===== config.mk =====
export PLATFORM = sky130hd
export DESIGN_NAME = wb_stage_ctrl
export DESIGN_NICKNAME = d
export VERILOG_FILES = /design/src/rtl/wb_stage_ctrl.sv
export SDC_FILE = /design/constraint.sdc
export NUM_CORES = 1
export LEC_CHECK = 0
export CAP_MARGIN = 0
export CORE_MARGIN = 2
export CORE_UTILIZATION = 40
export DETAILED_ROUTE_END_ITERATION = 10
export PLACE_DENSITY_LB_ADDON = 0.05
export SLEW_MARGIN = 20
export SYNTH_ARGS = -nofsm -noshare
export SYNTH_HDL_FRONTEND = slang
export SYNTH_SLANG_ARGS = --single-unit

===== constraint.sdc =====
create_clock -name clk -period 1.9 [get_ports clk]
set_input_delay 0.38 -clock clk [delete_from_list [all_inputs] [get_ports clk]]
set_output_delay 0.38 -clock clk [all_outputs]
set_load 0.03 [all_outputs]

===== src/rtl/wb_stage_ctrl.sv =====
// Registered write-back stage: write-data select, load-data wait, register-file write port, HALT.
// Optional forwarding outputs are enabled by defining WB_FWD_EN.
module wb_stage_ctrl #(
    parameter int unsigned       DATA_W  = 24,
    parameter int unsigned       OPC_W   = 5,
    parameter int unsigned       REG_AW  = 3,
    parameter logic [OPC_W-1:0]  OPC_LD  = OPC_W'(5'b10001),
    parameter int unsigned       TMO_CYC = 16
) (
    input  logic              clk,
    input  logic              rst,
    input  logic              in_valid,
    output logic              in_ready,
    input  logic [OPC_W-1:0]  in_opcode,
    input  logic              in_wr_en,
    input  logic [REG_AW-1:0] in_waddr,
    input  logic [DATA_W-1:0] in_imm,
    input  logic [DATA_W-1:0] in_pc_add,
    input  logic [DATA_W-1:0] in_result,
    input  logic              mem_rd_valid,
    input  logic [DATA_W-1:0] mem_rd_data,
    output logic              rf_we,
    output logic [REG_AW-1:0] rf_waddr,
    output logic [DATA_W-1:0] rf_wdata,
    output logic              retire,
    output logic              stall,
    output logic              halted,
    output logic              mem_tmo
`ifdef WB_FWD_EN
    ,
    output logic              fwd_valid,
    output logic [REG_AW-1:0] fwd_addr,
    output logic [DATA_W-1:0] fwd_data
`endif
);

    localparam int unsigned CNT_W = $clog2(TMO_CYC + 1);

    localparam logic [0:0] S_IDLE = 1'b0;
    localparam logic [0:0] S_WAIT = 1'b1;

    logic [0:0]        state_q, state_d;
    logic [CNT_W-1:0]  cnt_q, cnt_d;
    logic [REG_AW-1:0] pend_waddr_q, pend_waddr_d;
    logic              rf_we_q, rf_we_d;
    logic [REG_AW-1:0] rf_waddr_q, rf_waddr_d;
    logic [DATA_W-1:0] rf_wdata_q, rf_wdata_d;
    logic              retire_q, retire_d;
    logic              stall_q, stall_d;
    logic              halted_q, halted_d;
    logic              mem_tmo_q, mem_tmo_d;
`ifdef WB_FWD_EN
    logic              fwd_valid_q, fwd_valid_d;
    logic [REG_AW-1:0] fwd_addr_q, fwd_addr_d;
    logic [DATA_W-1:0] fwd_data_q, fwd_data_d;
`endif

    logic [4:0]        op5;
    logic              is_link, is_lbi, is_ld, is_halt, accept;
    logic [DATA_W-1:0] wdata_sel;

    // Opcode decode is defined on the low five bits only.
    assign op5     = in_opcode[4:0];
    assign is_link = !op5[4] && !op5[3] && op5[1];
    assign is_lbi  = (op5 == 5'b11000);
    assign is_ld   = (in_opcode == OPC_LD);
    assign is_halt = (op5 == 5'b00000);

    assign in_ready = (state_q == S_IDLE) && !halted_q;
    assign accept   = in_valid && in_ready;

    assign wdata_sel = is_link ? in_pc_add :
                       is_lbi  ? in_imm    :
                       is_ld   ? mem_rd_data : in_result;

    // Next-state and registered-output logic.
    always_comb begin
        state_d      = state_q;
        cnt_d        = cnt_q;
        pend_waddr_d = pend_waddr_q;
        rf_we_d      = 1'b0;
        rf_waddr_d   = rf_waddr_q;
        rf_wdata_d   = rf_wdata_q;
        retire_d     = 1'b0;
        stall_d      = 1'b0;
        halted_d     = halted_q;
        mem_tmo_d    = mem_tmo_q;

        case (state_q)
            S_IDLE: begin
                if (accept) begin
                    if (is_ld && in_wr_en && !mem_rd_valid) begin
                        state_d      = S_WAIT;
                        pend_waddr_d = in_waddr;
                        cnt_d        = '0;
                        stall_d      = 1'b1;
                    end else begin
                        retire_d = 1'b1;
                        rf_we_d  = in_wr_en && !is_halt;
                        halted_d = halted_q || is_halt;
                        if (in_wr_en && !is_halt) begin
                            rf_waddr_d = in_waddr;
                            rf_wdata_d = wdata_sel;
                        end
                    end
                end
            end
            S_WAIT: begin
                if (mem_rd_valid) begin
                    state_d    = S_IDLE;
                    cnt_d      = '0;
                    rf_we_d    = 1'b1;
                    retire_d   = 1'b1;
                    rf_waddr_d = pend_waddr_q;
                    rf_wdata_d = mem_rd_data;
                end else begin
                    stall_d = 1'b1;
                    // Saturating wait counter; timeout flag stays set once reached.
                    if (cnt_q != CNT_W'(TMO_CYC)) cnt_d = cnt_q + CNT_W'(1);
                    if (cnt_q >= CNT_W'(TMO_CYC - 1)) mem_tmo_d = 1'b1;
                end
            end
            default: state_d = S_IDLE;
        endcase
    end

`ifdef WB_FWD_EN
    always_comb begin
        fwd_valid_d = fwd_valid_q;
        fwd_addr_d  = fwd_addr_q;
        fwd_data_d  = fwd_data_q;
        if (rf_we_d) begin
            fwd_valid_d = 1'b1;
            fwd_addr_d  = rf_waddr_d;
            fwd_data_d  = rf_wdata_d;
        end
    end
`endif

    always_ff @(posedge clk or posedge rst) begin
        if (rst) begin
            state_q      <= S_IDLE;
            cnt_q        <= '0;
            pend_waddr_q <= '0;
            rf_we_q      <= 1'b0;
            rf_waddr_q   <= '0;
            rf_wdata_q   <= '0;
            retire_q     <= 1'b0;
            stall_q      <= 1'b0;
            halted_q     <= 1'b0;
            mem_tmo_q    <= 1'b0;
        end else begin
            state_q      <= state_d;
            cnt_q        <= cnt_d;
            pend_waddr_q <= pend_waddr_d;
            rf_we_q      <= rf_we_d;
            rf_waddr_q   <= rf_waddr_d;
            rf_wdata_q   <= rf_wdata_d;
            retire_q     <= retire_d;
            stall_q      <= stall_d;
            halted_q     <= halted_d;
            mem_tmo_q    <= mem_tmo_d;
        end
    end

`ifdef WB_FWD_EN
    always_ff @(posedge clk or posedge rst) begin
        if (rst) begin
            fwd_valid_q <= 1'b0;
            fwd_addr_q  <= '0;
            fwd_data_q  <= '0;
        end else begin
            fwd_valid_q <= fwd_valid_d;
            fwd_addr_q  <= fwd_addr_d;
            fwd_data_q  <= fwd_data_d;
        end
    end

    assign fwd_valid = fwd_valid_q;
    assign fwd_addr  = fwd_addr_q;
    assign fwd_data  = fwd_data_q;
`endif

    assign rf_we    = rf_we_q;
    assign rf_waddr = rf_waddr_q;
    assign rf_wdata = rf_wdata_q;
    assign retire   = retire_q;
    assign stall    = stall_q;
    assign halted   = halted_q;
    assign mem_tmo  = mem_tmo_q;

endmodule


Word-level counts from Yosys, hierarchy flattened:

Index checks and enable logic that the tools add are counted.

* register bits: 40

* eq/ne operators: 9
* multiplexer cells: 29
* reductions and logical operators: 19
* bitwise operators: 3
* add/sub/neg operators: 1
* magnitude comparators: 1

Operators with widths (count)
* $mux W24: 7
* $pmux W24 S2: 1
* $mux W5: 4
* $mux W3: 4
* $reduce_and A3 Y1: 4
* $eq A5 B5 Y1 const B: 2
* $pmux W5 S2: 1
* $mux W1: 8
* $logic_and A1 B1 Y1: 7
* $ne A2 B2 Y1 const B: 3
* $pmux W1 S2: 3
* $pmux W3 S2: 1
* $add A5 B1 Y5 const B: 1
* $ge A5 B4 Y1 const B: 1
* $logic_not A1 Y1: 5
* $logic_not A5 Y1: 1
* $ne A5 B5 Y1 const B: 1
* $ne A2 B1 Y1 const B: 2
* $reduce_and A4 Y1: 1
* $ne A3 B2 Y1 const B: 1
* $not A1 Y1: 3
* $logic_or A1 B1 Y1: 1

Depth between registers and ports, before layout:

* depth in word-level cells: 8
* depth in mapped cells: 8
* gate-level depth less buffers: 6

Least setup slack after synthesis:

No wires, ideal clock.

* path kind: flip-flop to output port
* from: reg, netlist name stall
* to: out in_ready
* stages on the path, launching flop included: 5
* path slack: 0.047 ns
* arrival time: 1.473 ns
* path through: dfrtp_1 -> buf_2 -> buf_1 -> buf_2 -> nor2_1

RTL lines
* end, declared: line 13 `output logic in_ready,`

Worst setup path after layout:

* from: in in_wr_en
* to: reg rf_wdata_q[22] (netlist: rf_wdata[22])

* cells in the longest elaborated chain, start to end: 4
* elaborated cells between the ends (all ways): 6
* those cells by class: eq/ne: 2; reduce/logical: 4

Ends and longest elaborated chain
* start, declared: line 15 `input logic in_wr_en,`
* $logic_and A1 B1 Y1 (2 in a row): line 92 `if (is_ld && in_wr_en && !mem_rd_valid) begin`
* $ne A2 B2 Y1 (no line)
* $reduce_and A4 Y1 (no line) (*)
* end signal, assigned: line 158 `rf_wdata_q <= rf_wdata_d;`
* end, declared: line 47 `logic [DATA_W-1:0] rf_wdata_q, rf_wdata_d;`

Mark *: on every way between the ends. The rest lies on a longest branch, timed or not.
A chain may end at the register's enable or synchronous reset.

==> results.md <==
* Largest cells by area after synthesis: dfrtp_1 (36%), a21oi_1 (9.1%), a22o_1 (7.7%), o31ai_1 (6.8%), a211oi_1 (6.6%)
* Syn avg cell area at 8.351 sq um
* Int Power at a little over 2000 uW
* Most instantiated cells after synthesis: a21oi_1 (50), dfrtp_1 (40), nor2_1 (30)
* Final #Nets at 598
* Routability cong. at 0.8195
* Final wirelength at 9.509 mm
* Crit Reg-Reg Endpoint: rf_wdata[22]
* Via Count at 3097
* Reg2reg start: halted
* Site Rows at 30
* Register area share after synthesis at a little over a third
* Max-cap violation count at 0
* Top cell type's share of synthesized area at between 30% and 40%
* Fillers at 559
* Syn_nets at 441
* Critical path, cell by cell: clkdlybuf4s50_1, and3b_1, o21ai_1, a211o_4, buf_12, buf_6, buf_4, a22o_1
* Final Instance Area at between 0.004 and 0.005 sq mm
* Clock Sink Count at 40
* Die Width at 86.88 um
* Tcrit/Tclk final at 98.72%
* First-pass GRT wire length at 15.08 mm
* Die H at a little under 90 um
* Mapped Cells at about 330
* Final Power at between 3000 and 4000 uW
* DR pass1 iterations at 5
* Initial core utilization at 40.89%
* Crit path DAT at 2.07 ns
* Placed cells at 551
* DR vias/cell at 5.462
* Worst hold path type: input port to async pin
* Total gr overflow at 0
* Comb power frac at 41.3%
* Largest net degree at the start of global routing at between 40 and 50
* Critical path class: input port to register
* Vias in the first global route at 3135
* Yosys reg bits at 40
* Final Hold Vio Count at 0
* Power share of the clock group at 22.9%
* Status: finished, final reports clean
* Final Non-Filler Cells at between 500 and 600
* Yosys warnings at 0
* Final setup vio count at 0
* Setup crit start kind: input port
* Headroom to the max-slew limit at about 65%
* Cell taking the most area after synthesis: dfrtp_1
* DP Area at 0.004414 sq mm
* CTS Hold Bufs at 0
* Power per cell area at about 660 mW/mm^2
* Async SR Flop Fraction at 100.0%
* Worst-Margin Slew at 0.5236 ns
* Reg power frac at a little over a third
* Post-synth top flop: dfrtp_1
* Minimum clock period at 1.876 ns
* Share of cells above drive strength 1 at 13.55%
* Final ANT Viol Nets at 0
* Clk Latency, worst-skew pair at approximately 0.30 ns
* RSZ-0062 raised after global routing: no
* Peak Freq at 533.1 MHz
* Slew Limit Fails at 0
* HPWL after DPL at approximately 7 mm
* Skew final at 0.009976 ns
* Initial antenna violation count at 0
* EDFF count, synth at 0
* Max incr delay on CP at roughly 0.48 ns
* Switching share of total power at between 30% and 40%
* Worst reg-to-reg path cell count at 7
* CTS tree: done
* Sw Pwr at about 1000 uW
* Ant diodes at 0
* CP max stage cell: clkdlybuf4s50_1
* CORE AREA at 0.006719 sq mm
* Area grow syn2layout at 68.31%
* Most frequent cell after synthesis: a21oi_1
* Reg2Reg Setup Slack at 0.10 ns
* Clock Root Buffer: clkbuf_8
* Synthesized cell area at 0.002748 sq mm
* Clk buf depth at 2
* Gr usage total at 25.44%
* Register clock-pin slew on the reported worst setup and hold paths at 0.08 ns
* Hold_ws at 0.3826 ns
* TritonCTS Buffers at 5
* Input/output buffers at 141
* Yosys cell types at 39
* Footprint of the multi-input gates at 0.001508 sq mm
* VDD IR-drop max at about 0.00035 V
* Die ar. at 0.007548 sq mm
* Number of top-level pins at roughly 140
* CP Max Fanout at 10
* Register area at 0.001002 sq mm
* H-Tree Depth at 2
* Leakage at 0.002132 uW
* Data required, critical path at 2.09 ns
* DR WL/cell at 16.77 um
* Endpoint type of the worst setup path: register
* First DRT Iteration DRCs at 120
* DRC at 0
-- worst max-delay path by stage --
stage | from | endpoint | cells past startpoint | slack [ns]
floorplan | stall | in_ready | 4 | 0.05
CTS | in_opcode[1] | rf_wdata[13] | 7 | 0.001
global placement | in_opcode[0] | rf_wdata[2] | 7 | -0.30
finish | in_wr_en | rf_wdata[22] | 8 | 0.02
global route | in_wr_en | rf_wdata[22] | 8 | 0.003
detailed placement | in_opcode[1] | rf_wdata[16] | 7 | -0.33
-- critical path, delay by kind of cell --
kind / cells / cell delay (ns)
buffers and inverters: 4 / 0.89
AOI/OAI and AO/OA: 3 / 0.60
and+or+nand+nor: 1 / 0.19
-- power groups by stage --
stage	clock [uW]	combinational [uW]	sequential (uW)
2_1_floorplan	0	329	1370
3_3_place_gp	0	1230	1110
3_5_place_dp	0	1250	1110
4_1_cts	714	1260	1100
5_1_grt	755	1340	1110
6_report	704	1270	1100
-- through the flow --
stage / worst slack, ns / utilization (%) / TNS (ns)
after floorplan: 0.04744 / - / 0
after global placement: -0.2996 / 65.70 / -7.971
after detailed placement: -0.3328 / 65.70 / -8.972
after CTS: 0.001277 / 67.41 / 0
after global routing: 0.003488 / 68.83 / 0
final: 0.02423 / 68.83 / 0
-- state kept, by name (all words and copies together) (netlist names) --
signal and flops:
cnt_q 5, halted 1, mem_tmo 1, pend_waddr_q 3, retire 1, rf_waddr 3
rf_wdata 24, rf_we 1, stall 1
-- area by class of cell --
type                    instances  share of cell area (%)
clock buffers                   6                   1.569
clock inverters                 2                  0.7576
inverters                      29                   2.354
multi-input cells             229                   32.60
flip-flops and latches         40                   21.67
well taps                      80                   2.164
repair buffers                181                   38.88
-- what timing repair did --
item	in CTS	in global routing
setup endpoints to repair	23	26
resized for setup	0	14
setup buffers	1	7
pin swaps	0	3
-- cell families (layout without fill, tap and decap cells) --
| kind of cell | after synthesis | count (layout) | synth area share (%) |
|---|---|---|---|
| flops | 40 | 40 | 36.43 |
| buf+inv | 60 | 218 | 9.972 |
| xor+xnor | 1 | 1 | 0.3188 |
| compound gates | 136 | 136 | 33.20 |
| fa+ha+maj | 3 | 3 | 1.366 |
| simple gates | 82 | 82 | 16.03 |
| mux | 7 | 7 | 2.687 |
-- cells in the final DEF, fill, tap and decap left out, drive strengths merged, types with 2 or more instances in the layout --
master,n
dlymetal6s2s,5
and3,26
a211oi,24
ha,3
o31ai,25
dfrtp,40
o21ai,6
o22ai,2
clkdlybuf4s50,134
nor2,30
mux2,3
a21oi,50
nor2b,2
mux2i,4
inv,29
nand4,2
nand3,3
a22o,24
and3b,2
clkbuf,6
buf,42
nand2,9
-- routing by layer --
metal | track usage, % | part of all wire, %
met5 | 0 | 0
met1 | 31.41 | 43
met4 | 8.381 | 1.3
met3 | 4.929 | 6.5
met2 | 44.41 | 49
No activity file was read; power rests on OpenSTA's default activity.
